`src/rtl/mem_access_stage.sv`:
```
// mem_access_stage: MEM stage controller between the EX/MEM register and the
// register-file write-back. Runs a request/acknowledge transaction to a
// variable-latency data memory for loads and stores, stalls upstream while
// the transaction is in flight, aligns and extends load data, and registers
// the MEM/WB outputs.
// Optional build macro MEM_TIMEOUT_EN: aborts a request that stays in BUSY
// for TIMEOUT_CYC cycles without MEM_ACK, writes a halt bubble and sets the
// sticky MEM_ERR flag. Without it BUSY waits forever and MEM_ERR is 0.
module mem_access_stage #(
    parameter int TIMEOUT_CYC = 255,
    parameter int CNT_W       = 8
) (
    input  logic        CLK,
    input  logic        RSTn,
    input  logic        D_MemRead,
    input  logic        D_MEM_WEN,
    input  logic [3:0]  D_MEM_BE,
    input  logic [2:0]  LD_TYPE,
    input  logic [31:0] ALUOUT_EXMEM,
    input  logic [31:0] ST_DATA_EXMEM,
    input  logic [31:0] ADD_PC_EXMEM,
    input  logic [1:0]  RWSrc_EXMEM,
    input  logic        RF_WE_EXMEM,
    input  logic [4:0]  WA_EXMEM,
    input  logic        HALT_EXMEM,
    output logic        MEM_REQ,
    output logic [31:0] MEM_ADDR,
    output logic        MEM_WEN,
    output logic [3:0]  MEM_BE,
    output logic [31:0] MEM_WDATA,
    input  logic [31:0] MEM_RDATA,
    input  logic        MEM_ACK,
    output logic        STALL,
    output logic        RF_WE_MEMWB,
    output logic [4:0]  WA_MEMWB,
    output logic [31:0] WD_MEMWB,
    output logic        HALT_MEMWB,
    output logic        MEM_ERR
);

    typedef enum logic {IDLE = 1'b0, BUSY = 1'b1} state_t;

    state_t      state, state_nxt;
    logic        mem_op;
    logic        start;        // IDLE -> BUSY, capture request fields
    logic        ack_done;     // BUSY completes on MEM_ACK
    logic        abort;        // BUSY gives up on timeout
    logic        timeout_hit;
    logic [1:0]  ofs;
    logic [7:0]  ld_byte;
    logic [15:0] ld_half;
    logic [31:0] ld_data;
    logic [31:0] wb_data;

    // The timeout counter has to be able to reach TIMEOUT_CYC.
    if (TIMEOUT_CYC < 1 || TIMEOUT_CYC >= (1 << CNT_W)) begin : g_param_check
        $error("mem_access_stage: TIMEOUT_CYC does not fit in CNT_W bits");
    end

    assign mem_op = D_MemRead | ~D_MEM_WEN;
    assign ofs    = ALUOUT_EXMEM[1:0];

    // Load alignment: EX/MEM is held by STALL, so the live address selects the lane
    always_comb begin
        ld_byte = MEM_RDATA[7:0];
        case (ofs)
            2'd1:    ld_byte = MEM_RDATA[15:8];
            2'd2:    ld_byte = MEM_RDATA[23:16];
            2'd3:    ld_byte = MEM_RDATA[31:24];
            default: ld_byte = MEM_RDATA[7:0];
        endcase
        ld_half = ofs[1] ? MEM_RDATA[31:16] : MEM_RDATA[15:0];
        ld_data = MEM_RDATA;
        case (LD_TYPE)
            3'b000:  ld_data = {{24{ld_byte[7]}}, ld_byte};
            3'b001:  ld_data = {{16{ld_half[15]}}, ld_half};
            3'b100:  ld_data = {24'b0, ld_byte};
            3'b101:  ld_data = {16'b0, ld_half};
            default: ld_data = MEM_RDATA;
        endcase
    end

    // Write-back source select
    always_comb begin
        wb_data = 32'b0;
        case (RWSrc_EXMEM)
            2'd0:    wb_data = ALUOUT_EXMEM;
            2'd1:    wb_data = ld_data;
            2'd2:    wb_data = ADD_PC_EXMEM;
            default: wb_data = 32'b0;
        endcase
    end

    // Next-state logic for the request FSM
    always_comb begin
        state_nxt = state;
        start     = 1'b0;
        ack_done  = 1'b0;
        abort     = 1'b0;
        case (state)
            IDLE: begin
                // MEM_ACK is deliberately not looked at here
                if (mem_op) begin
                    state_nxt = BUSY;
                    start     = 1'b1;
                end
            end
            BUSY: begin
                if (MEM_ACK) begin
                    state_nxt = IDLE;
                    ack_done  = 1'b1;
                end else if (timeout_hit) begin
                    state_nxt = IDLE;
                    abort     = 1'b1;
                end
            end
            default: state_nxt = IDLE;
        endcase
    end

    // Release upstream in the same cycle the transaction ends
    assign STALL = mem_op & ~ack_done & ~abort;

    // State register
    always_ff @(posedge CLK) begin
        if (!RSTn) state <= IDLE;
        else       state <= state_nxt;
    end

    // Request register: captured on entry to BUSY, held until completion
    always_ff @(posedge CLK) begin
        if (!RSTn) begin
            MEM_REQ   <= 1'b0;
            MEM_ADDR  <= 32'b0;
            MEM_WEN   <= 1'b1;
            MEM_BE    <= 4'b0;
            MEM_WDATA <= 32'b0;
        end else if (start) begin
            MEM_REQ   <= 1'b1;
            MEM_ADDR  <= {ALUOUT_EXMEM[31:2], 2'b00};
            MEM_WEN   <= D_MEM_WEN;
            MEM_BE    <= D_MEM_BE;
            MEM_WDATA <= ST_DATA_EXMEM << {ofs, 3'b000};
        end else if (ack_done || abort) begin
            MEM_REQ   <= 1'b0;
        end
    end

    // MEM/WB register: instruction when it retires, bubble otherwise
    always_ff @(posedge CLK) begin
        if (!RSTn) begin
            RF_WE_MEMWB <= 1'b0;
            WA_MEMWB    <= 5'b0;
            WD_MEMWB    <= 32'b0;
            HALT_MEMWB  <= 1'b0;
        end else if ((state == IDLE && !mem_op) || ack_done) begin
            RF_WE_MEMWB <= RF_WE_EXMEM;
            WA_MEMWB    <= WA_EXMEM;
            WD_MEMWB    <= wb_data;
            HALT_MEMWB  <= HALT_EXMEM;
        end else begin
            RF_WE_MEMWB <= 1'b0;
            WA_MEMWB    <= 5'b0;
            WD_MEMWB    <= 32'b0;
            HALT_MEMWB  <= abort;   // an aborted access halts the core
        end
    end

`ifdef MEM_TIMEOUT_EN
    logic [CNT_W-1:0] to_cnt;
    logic             err_q;

    // Abort on the edge where the count of ACK-less BUSY cycles reaches TIMEOUT_CYC
    assign timeout_hit = (to_cnt == CNT_W'(TIMEOUT_CYC - 1));
    assign MEM_ERR     = err_q;

    // Count BUSY cycles without ACK; cleared on every new request
    always_ff @(posedge CLK) begin
        if (!RSTn)                         to_cnt <= '0;
        else if (start)                    to_cnt <= '0;
        else if (state == BUSY && !MEM_ACK) to_cnt <= to_cnt + 1'b1;
    end

    // Sticky error, cleared only by reset
    always_ff @(posedge CLK) begin
        if (!RSTn)      err_q <= 1'b0;
        else if (abort) err_q <= 1'b1;
    end
`else
    assign timeout_hit = 1'b0;
    assign MEM_ERR     = 1'b0;
`endif

endmodule

```
`config.mk`:
```
export PLATFORM = sky130hd
export DESIGN_NAME = mem_access_stage
export DESIGN_NICKNAME = d
export VERILOG_FILES = /design/src/rtl/mem_access_stage.sv
export SDC_FILE = /design/constraint.sdc
export NUM_CORES = 1
export LEC_CHECK = 0
export ABC_AREA = 1
export CAP_MARGIN = 15
export CORE_MARGIN = 2
export CORE_UTILIZATION = 43
export DETAILED_ROUTE_END_ITERATION = 10
export GPL_ROUTABILITY_DRIVEN = 0
export GPL_TIMING_DRIVEN = 1
export PLACE_DENSITY = 0.88
export RECOVER_POWER = 100
export SYNTH_ARGS = -nofsm -noshare
export SYNTH_HDL_FRONTEND = slang
export SYNTH_SLANG_ARGS = --single-unit
```
`constraint.sdc`:
```
create_clock -name CLK -period 2.4 [get_ports CLK]
set_input_delay 0.48 -clock CLK [delete_from_list [all_inputs] [get_ports CLK]]
set_output_delay 0.48 -clock CLK [all_outputs]
set_load 0.03 [all_outputs]
```
Yosys cells after proc, flatten, opt, wreduce, memory -nomap -nowiden
Index checks and enable logic that the tools add are counted.
Widths: inputs -> output; s select.
{ "word_totals": {"inputBits": 149, "wordCells": 43, "output_inout_bits": 111, "reg_bits": 108} }
{ "classes": {"shifts": 1, "n_eq_ne": 8, "bitwise_logic": 5, "n_reduce_logical": 7, "n_mux": 12} }
{ "ops": {"columns": ["operator", "n"], "rows": [
  ["$pmux 32 s4", 1],
  ["$pmux 32 s3", 1],
  ["$shl 32x5->32", 1],
  ["$pmux 8 s3", 1],
  ["$mux 16", 1],
  ["$mux 1", 7],
  ["$eq 2x2->1 const B", 3],
  ["$eq 3x3->1 const B", 2],
  ["$eq 2x1->1 const B", 2],
  ["$eq 3x1->1 const B", 1],
  ["$logic_not 3->1", 1],
  ["$not 1->1", 3],
  ["$logic_not 2->1", 1],
  ["$pmux 1 s2", 1],
  ["$reduce_and 2->1", 1],
  ["$reduce_bool 2->1", 1],
  ["$and 1x1->1", 1],
  ["$logic_and 1x1->1", 1],
  ["$logic_not 1->1", 1],
  ["$logic_or 1x1->1", 1],
  ["$or 1x1->1", 1]
]} }

Logic depth before layout (Yosys ltp)
Gate-level depths: netlist of the first run.
{ "depth": {"depth_word": 6, "mapped_depth": 9, "ltp_nobuf": 8} }

Worst setup path before layout of the first run
No wires, ideal clock.
{ "synth_timing": {"path_kind": "input to register", "start": "input ALUOUT_EXMEM[1]", "end": "register WD_MEMWB[22]", "t_required_ps": 2272, "n_path_buf": 2, "path_slack_ps": 907, "stages": 9, "arrival_time_ps": 1365, "setup_time_ps": 128, "cell_sequence": "buf_4 > inv_4 > nand2_2 > nand2_1 > a21oi_2 > nand2_4 > buf_6 > a21oi_1 > nor2_1"} }
{ "synth_via": {"elab_chain_len": 4, "word_cells_on_any_way": 7, "classes_between": "eq/ne (3); mux (4)"} }
{ "synth_rtl": {"columns": ["element", "line", "text"], "rows": [
  ["start: declaration", "19", "input logic [31:0] ALUOUT_EXMEM,"],
  ["$eq 2x2->1 or $eq 2x1->1 (tied branches)", "66", "case (ofs)"],
  ["$pmux 8 s3", "66", null],
  ["$pmux 32 s4 (*)", "74", "case (LD_TYPE)"],
  ["$pmux 32 s3 (*)", "86", "case (RWSrc_EXMEM)"],
  ["end signal: assignment", "159", "WD_MEMWB <= wb_data;"],
  ["end: declaration", "36", "output logic [31:0] WD_MEMWB,"]
]} }
Every way passes the cells marked *; elsewhere a longest branch is shown, timed or not.
A chain may end at the register's enable or synchronous reset.

Worst setup path after layout of the first run
{ "layout_timing": {"start": "input D_MEM_WEN", "end": "register MEM_WDATA[12]"} }
{ "layout_via": {"elab_chain_len": 4} }
{ "layout_rtl": {"columns": ["element", "line", "text"], "rows": [
  ["start: declaration", "16", "input logic D_MEM_WEN,"],
  ["$not 1->1", "60", "assign mem_op = D_MemRead | ~D_MEM_WEN;"],
  ["$or 1x1->1", "60", null],
  ["$mux 1", "103", "if (mem_op) begin"],
  ["$mux 1", "100", "case (state)"],
  ["end signal: assignment", "143", "MEM_WDATA <= ST_DATA_EXMEM << {ofs, 3'b000};"],
  ["end: declaration", "30", "output logic [31:0] MEM_WDATA,"]
]} }
No other way between the ends.

==> results of run 1 <==
[layer usage]
| layer | share of wire | GRT usage | vias to the layer above |
|---|---|---|---|
| li1 | - | - | 2880 |
| met1 | 0.42 | 0.388 | 2656 |
| met2 | 0.46 | 0.468 | 315 |
| met3 | 0.078 | 0.0583 | 56 |
| met4 | 0.042 | 0.146 | 0 |
| met5 | 0 | 0 | - |
[worst register-to-register path: cells and delay by family (launching register included)]
kind	cells	cell delay (ns)
DFF	1	0.40
AOI/OAI and AO/OA	2	0.28
buffers and inverters	2	0.84
and+or+nand+nor	1	0.13
[registers in the layout, summed over array words and instances (netlist names)]
register / flops
MEM_WEN: 1
HALT_MEMWB: 1
WD_MEMWB: 32
MEM_ADDR: 30
RF_WE_MEMWB: 1
MEM_WDATA: 32
WA_MEMWB: 5
MEM_REQ: 1
state: 1
MEM_BE: 4
[cell families (layout without fill, tap and decap cells)]
family / after synthesis / in the layout / share of synthesized area
AOI/OAI and AO/OA: 213 / 213 / 0.229
buffers and inverters: 128 / 364 / 0.104
DFF: 108 / 108 / 0.427
other: 1 / 3 / 0.000741
and+or+nand+nor: 279 / 279 / 0.239
[layout by cell type (no fill, tap or decap), types with 4 or more instances in the layout]
| master | count |
|---|---|
| clkdlybuf4s50_1 | 146 |
| dlygate4sd3_1 | 108 |
| nand3_1 | 78 |
| buf_4 | 15 |
| o211ai_1 | 10 |
| a21oi_1 | 88 |
| dfxtp_1 | 108 |
| a31oi_1 | 11 |
| o21ai_0 | 86 |
| nor2_2 | 4 |
| inv_1 | 68 |
| a22oi_1 | 16 |
| nand2_1 | 97 |
| clkbuf_16 | 9 |
| nor2_1 | 89 |
[where the power goes]
group / internal [mW] / leakage (nW) / switching (mW) / total (mW)
Clock: 0.922 / 0.156 / 0.694 / 1.62
Combinational: 0.527 / 2.57 / 0.732 / 1.26
Sequential: 1.91 / 0.888 / 0.0574 / 1.97
Total: 3.36 / 3.61 / 1.48 / 4.84
[final cells by class]
class	count	area [µm²]
Clock buffer	9	225
Clock inverter	7	98.8
Fill cell	923	3450
Inverter	72	273
Multi-Input combinational cell	495	2370
Sequential cell	108	2160
Tap cell	143	179
Timing Repair Buffer	276	2700
[stage by stage]
step           hold WS (ns)  power (mW)
2_1_floorplan         0.561        2.67
3_3_place_gp          0.436        3.28
3_5_place_dp          0.447        3.30
4_1_cts               0.465        4.92
5_1_grt               0.482        5.04
6_report              0.464        4.84
[worst max-delay path by stage]
stage	cells past startpoint	from	slack (ns)	endpoint
floorplan	9	ALUOUT_EXMEM[1]	0.91	WD_MEMWB[22]
global placement	5	D_MemRead	0.09	STALL
detailed placement	5	D_MemRead	0.07	STALL
CTS	5	D_MemRead	0.06	STALL
global route	7	D_MEM_WEN	0.20	MEM_WDATA[15]
finish	7	D_MEM_WEN	0.35	MEM_WDATA[12]
[timing repair]
item	CTS	global route
hold buffers	0	0
endpoints found under the setup margin	0	1
resized for setup	0	1
==> results_dict.tcl, run 1 <==
set metrics [dict create \
    cts_tree "done" \
    worstHoldStart "MEM_WEN" \
    mappedNetlistArea_um2 5060 \
    clk_pin_slew_ns 0.07 \
    dieArea_um2 12700 \
    synth_most_common_cell "dfxtp_1" \
    root_buffer "clkbuf_16" \
    rows 39 \
    synth_ff_type "dfxtp_1" \
    die_w_um 112 \
    drive_above_1_share 0.0548 \
    grtUsageTotal 0.296 \
    worstPathCellList "clkdlybuf4s50_1 -> buf_4 -> a21oi_4 -> inv_2 -> clkbuf_1 -> a22oi_1 -> nor2_1" \
    die_y_um 112 \
    grt_pass1_vias 5505 \
    syn_area_per_cell_um2 6.94 \
    worst_pin_slew_ns 1.04 \
    hold_depth 2 \
    ir_drop_mv 0.513 \
    clock_latency_ns 0.35 \
    cp-end-kind "flop" \
    ys_top_cells_by_count "dfxtp_1 (108), nand2_1 (97), nor2_1 (89)" \
    rr_worst_depth 5 \
    routed_via_density 5.32 \
    drc 0 \
    totalWireLength_mm 19.3 \
    core_um2 11500 \
    crit_fanout 21 \
    dp_hpwl_mm 14.5 \
    cp_num_buf_inv 4 \
    cp-start-kind "input port" \
    finalCriticalPeriod_ns 2.05 \
    critPathSlowestCell "clkbuf_1" \
    async_reset_ff_frac 0 \
    finalCritPeriodShare 0.855 \
    p_leak_nw 3.61 \
    cts.sinks 108 \
    worst_ep_required_time_ns 2.68 \
    first_pass_iters 5 \
    fin_ws_ns 0.348 \
    max_freq_ghz 0.487 \
    reg2reg_from "state" \
    numCtsBuffers 9 \
    placed_cell_area_um2 7710 \
    htreeDepth 3 \
    rsz0062_at_grt "false" \
    whs_endpoint "MEM_WEN" \
    clock_skew_ns 0.00551 \
    antenna_found_initial 0 \
    reg2reg_to "MEM_WDATA[12]" \
    port_buffers 256 \
    critPathArrivalTime_ns 2.33 \
    hold_path.class "reg -> reg" \
    outcome "finished, final reports clean" \
    fin_setup_tns_ns 0 \
    nNetsFinal 1111 \
    start_util 0.441 \
    grt_overflow 0 \
    maxCapViolCount 0 \
    ys_warn_count 0 \
    utilization 0.699 \
    vias 5907 \
    n_antenna_cell 0 \
    grt_pass1_wl_mm 29.4 \
    critPathMaxStageDelay_ns 0.77 \
    post_drt_wl_per_cell_um 17.4 \
    powerDensity_nw_per_um2 604 \
    setup_violations 0 \
    ant_nets 0 \
    synth_enable_flop_cells 0 \
    synth_area_leader_cell "dfxtp_1" \
    yosysTopAreaCellShare 0.427 \
    finalHoldViolCount 0 \
    slew_headroom 0.308 \
    criticalPathCategory "in -> reg" \
    netlist_top_cells_area "dfxtp_1 (43%), a21oi_1 (8.7%), o21ai_0 (8.4%)" \
    grt_max_degree 47 \
    finalNonFillerCells 1110 \
    final_area_um2 8010 \
    crit_family "buffers and inverters" \
    drt_iter0_markers 557 \
    ys_ff_latch 108 \
    ys_types 31 \
    dp_cells 1094 \
    postCtsSetupBuffers 0 \
    place_worst_setup_slack_ns 0.0680 \
    synth_cells 729 \
    yosysSeqAreaShare 0.427 \
    area_delta_synth_final_pct 58.3 \
    maxSlewViolCount 0 \
    max-clock-path-buffers 2 \
    ios 260 \
    rrSetupSlack_ns 0.69 \
]
Power figures use the tool's default switching activity.
==> run 2, diff against run 1 <==
--- a/config.mk
+++ b/config.mk
@@ -14,6 +14,7 @@
 export GPL_TIMING_DRIVEN = 1
 export PLACE_DENSITY = 0.88
 export RECOVER_POWER = 100
+export REMOVE_ABC_BUFFERS = 1
 export SYNTH_ARGS = -nofsm -noshare
 export SYNTH_HDL_FRONTEND = slang
 export SYNTH_SLANG_ARGS = --single-unit
==> run 2 against run 1 <==
Effect of this change:
- critical path depth decreased by 2
- clock power decreased by 6%
- sequential power is essentially flat
- highest routed layer unchanged
==> results_dict.tcl, run 2 (same netlist as run 1, synthesis figures left out) <==
set metrics [dict create \
    outcome "finished, final reports clean" \
    dp_hpwl_mm 14.1 \
    finalNonFillerCells 1116 \
    post_drt_wl_per_cell_um 17.1 \
    grt_pass1_vias 5815 \
    crit_fanout 2 \
    critPathMaxStageDelay_ns 0.66 \
    finalHoldWorstSlack_ns 0.463 \
    powerDensity_nw_per_um2 590 \
    cp-start-kind "input port" \
    worst_ep_required_time_ns 1.92 \
    routed_via_density 5.40 \
    criticalPathCategory "in -> out" \
    maxCapViolCount 0 \
    grt_max_degree 40 \
    reg2reg_to "MEM_WDATA[4]" \
    cp-end-kind "primary output" \
    die_w_um 112 \
    slew_headroom 0.410 \
    grt_pass1_wl_mm 29.4 \
    rsz0062_at_grt "false" \
    finalCritPeriodShare 0.971 \
    clock_latency_ns 0.36 \
    cts.sinks 108 \
    numCtsBuffers 9 \
    rr_worst_depth 5 \
    critPathArrivalTime_ns 1.85 \
    maxSlewViolCount 0 \
    core_um2 11500 \
    postCtsSetupBuffers 0 \
    worstPathCellList "clkdlybuf4s50_1 -> inv_1 -> nand2_1 -> and2_1 -> clkdlybuf4s50_1" \
    critPathSlowestCell "clkdlybuf4s50_1" \
    antenna_found_initial 0 \
    clock_skew_ns 0.00612 \
    p_leak_nw 3.63 \
    nNetsFinal 1117 \
    hold_depth 2 \
    dieArea_um2 12700 \
    cts_tree "done" \
    multi_input_area_um2 2370 \
    rrSetupSlack_ns 0.71 \
    layout_commonest_cell "clkdlybuf4s50_1" \
    whs_endpoint "MEM_REQ" \
    ios 260 \
    grt_overflow 0 \
    port_buffers 256 \
    nFillCells 906 \
    vias 6029 \
    drc 0 \
    regArea_um2 2160 \
    ant_nets 0 \
    worstHoldStart "MEM_REQ" \
    root_buffer "clkbuf_16" \
    worst_pin_slew_ns 0.885 \
    finalHoldViolCount 0 \
    dp_cells 1100 \
    reg2reg_from "state" \
    drive_above_1_share 0.0576 \
    n_antenna_cell 0 \
    setup_violations 0 \
    first_pass_iters 5 \
    cts_resized 0 \
    drt_iter0_markers 528 \
    die_y_um 112 \
    start_util 0.441 \
    rows 39 \
    htreeDepth 3 \
    top_regs "MEM_WDATA: 32 flops, WD_MEMWB: 32 flops, MEM_ADDR: 30 flops" \
    ir_drop_mv 0.509 \
    hold_path.class "reg -> reg" \
    finalCriticalPeriod_ns 2.33 \
    totalWireLength_mm 19.1 \
    utilization 0.700 \
    max-clock-path-buffers 2 \
    max_freq_ghz 0.429 \
    clk_pin_slew_ns 0.07 \
    crit_top_cell "clkdlybuf4s50_1" \
    mostFrequentLayoutCells "clkdlybuf4s50_1 (146), dlygate4sd3_1 (109), dfxtp_1 (108)" \
    holdBufCountCts 0 \
    grtUsageTotal 0.295 \
    area_delta_synth_final_pct 58.6 \
]
## run 2: worst max path at each step
| stage | start | to | slack [ns] | cells after the start |
|---|---|---|---|---|
| floorplan | D_MemRead | MEM_WDATA[0] | -0.23 | 6 |
| global placement | D_MemRead | STALL | 0.11 | 5 |
| detailed placement | D_MemRead | STALL | 0.06 | 5 |
| CTS | D_MemRead | STALL | 0.06 | 5 |
| global route | D_MemRead | STALL | 0.02 | 5 |
| finish | D_MemRead | STALL | 0.07 | 5 |
## run 2: layout make-up
class                      instances  area share
timing repair buffer             282       0.341
multi-input combinational        495       0.295
tap                              143      0.0223
clock inverter                     2     0.00187
inverter                          72      0.0340
clock buffer                      14      0.0366
sequential                       108       0.269
## run 2: layer usage
layer,vias to the layer above,GRT usage,part of all wire
li1,2892,-,-
met1,2723,0.325,0.37
met2,370,0.530,0.49
met3,44,0.0972,0.11
met4,0,0.106,0.027
met5,-,0,0
## run 2: report_power, final
part	total, mW	internal [mW]	switching [mW]	leakage (nW)
Combinational	1.26	0.530	0.726	2.59
Clock	1.52	0.847	0.673	0.147
Sequential	1.96	1.91	0.0509	0.888
Total	4.74	3.29	1.45	3.63
## run 2: critical path: cells and delay by family
family | cells | cell delay, ns
buffers and inverters | 3 | 1.19
AND/OR/NAND/NOR | 2 | 0.17
## run 2: per-stage QoR
stage	setup TNS (ns)	instance area (µm²)	worst slack [ns]	total power [mW]
finish	0	8030	0.0699	4.74
CTS	0	8050	0.0566	4.81
global route	0	8030	0.0195	4.91
floorplan	-3.35	4810	-0.226	2.61
detailed placement	0	7740	0.0571	3.30
global placement	0	7740	0.106	3.28
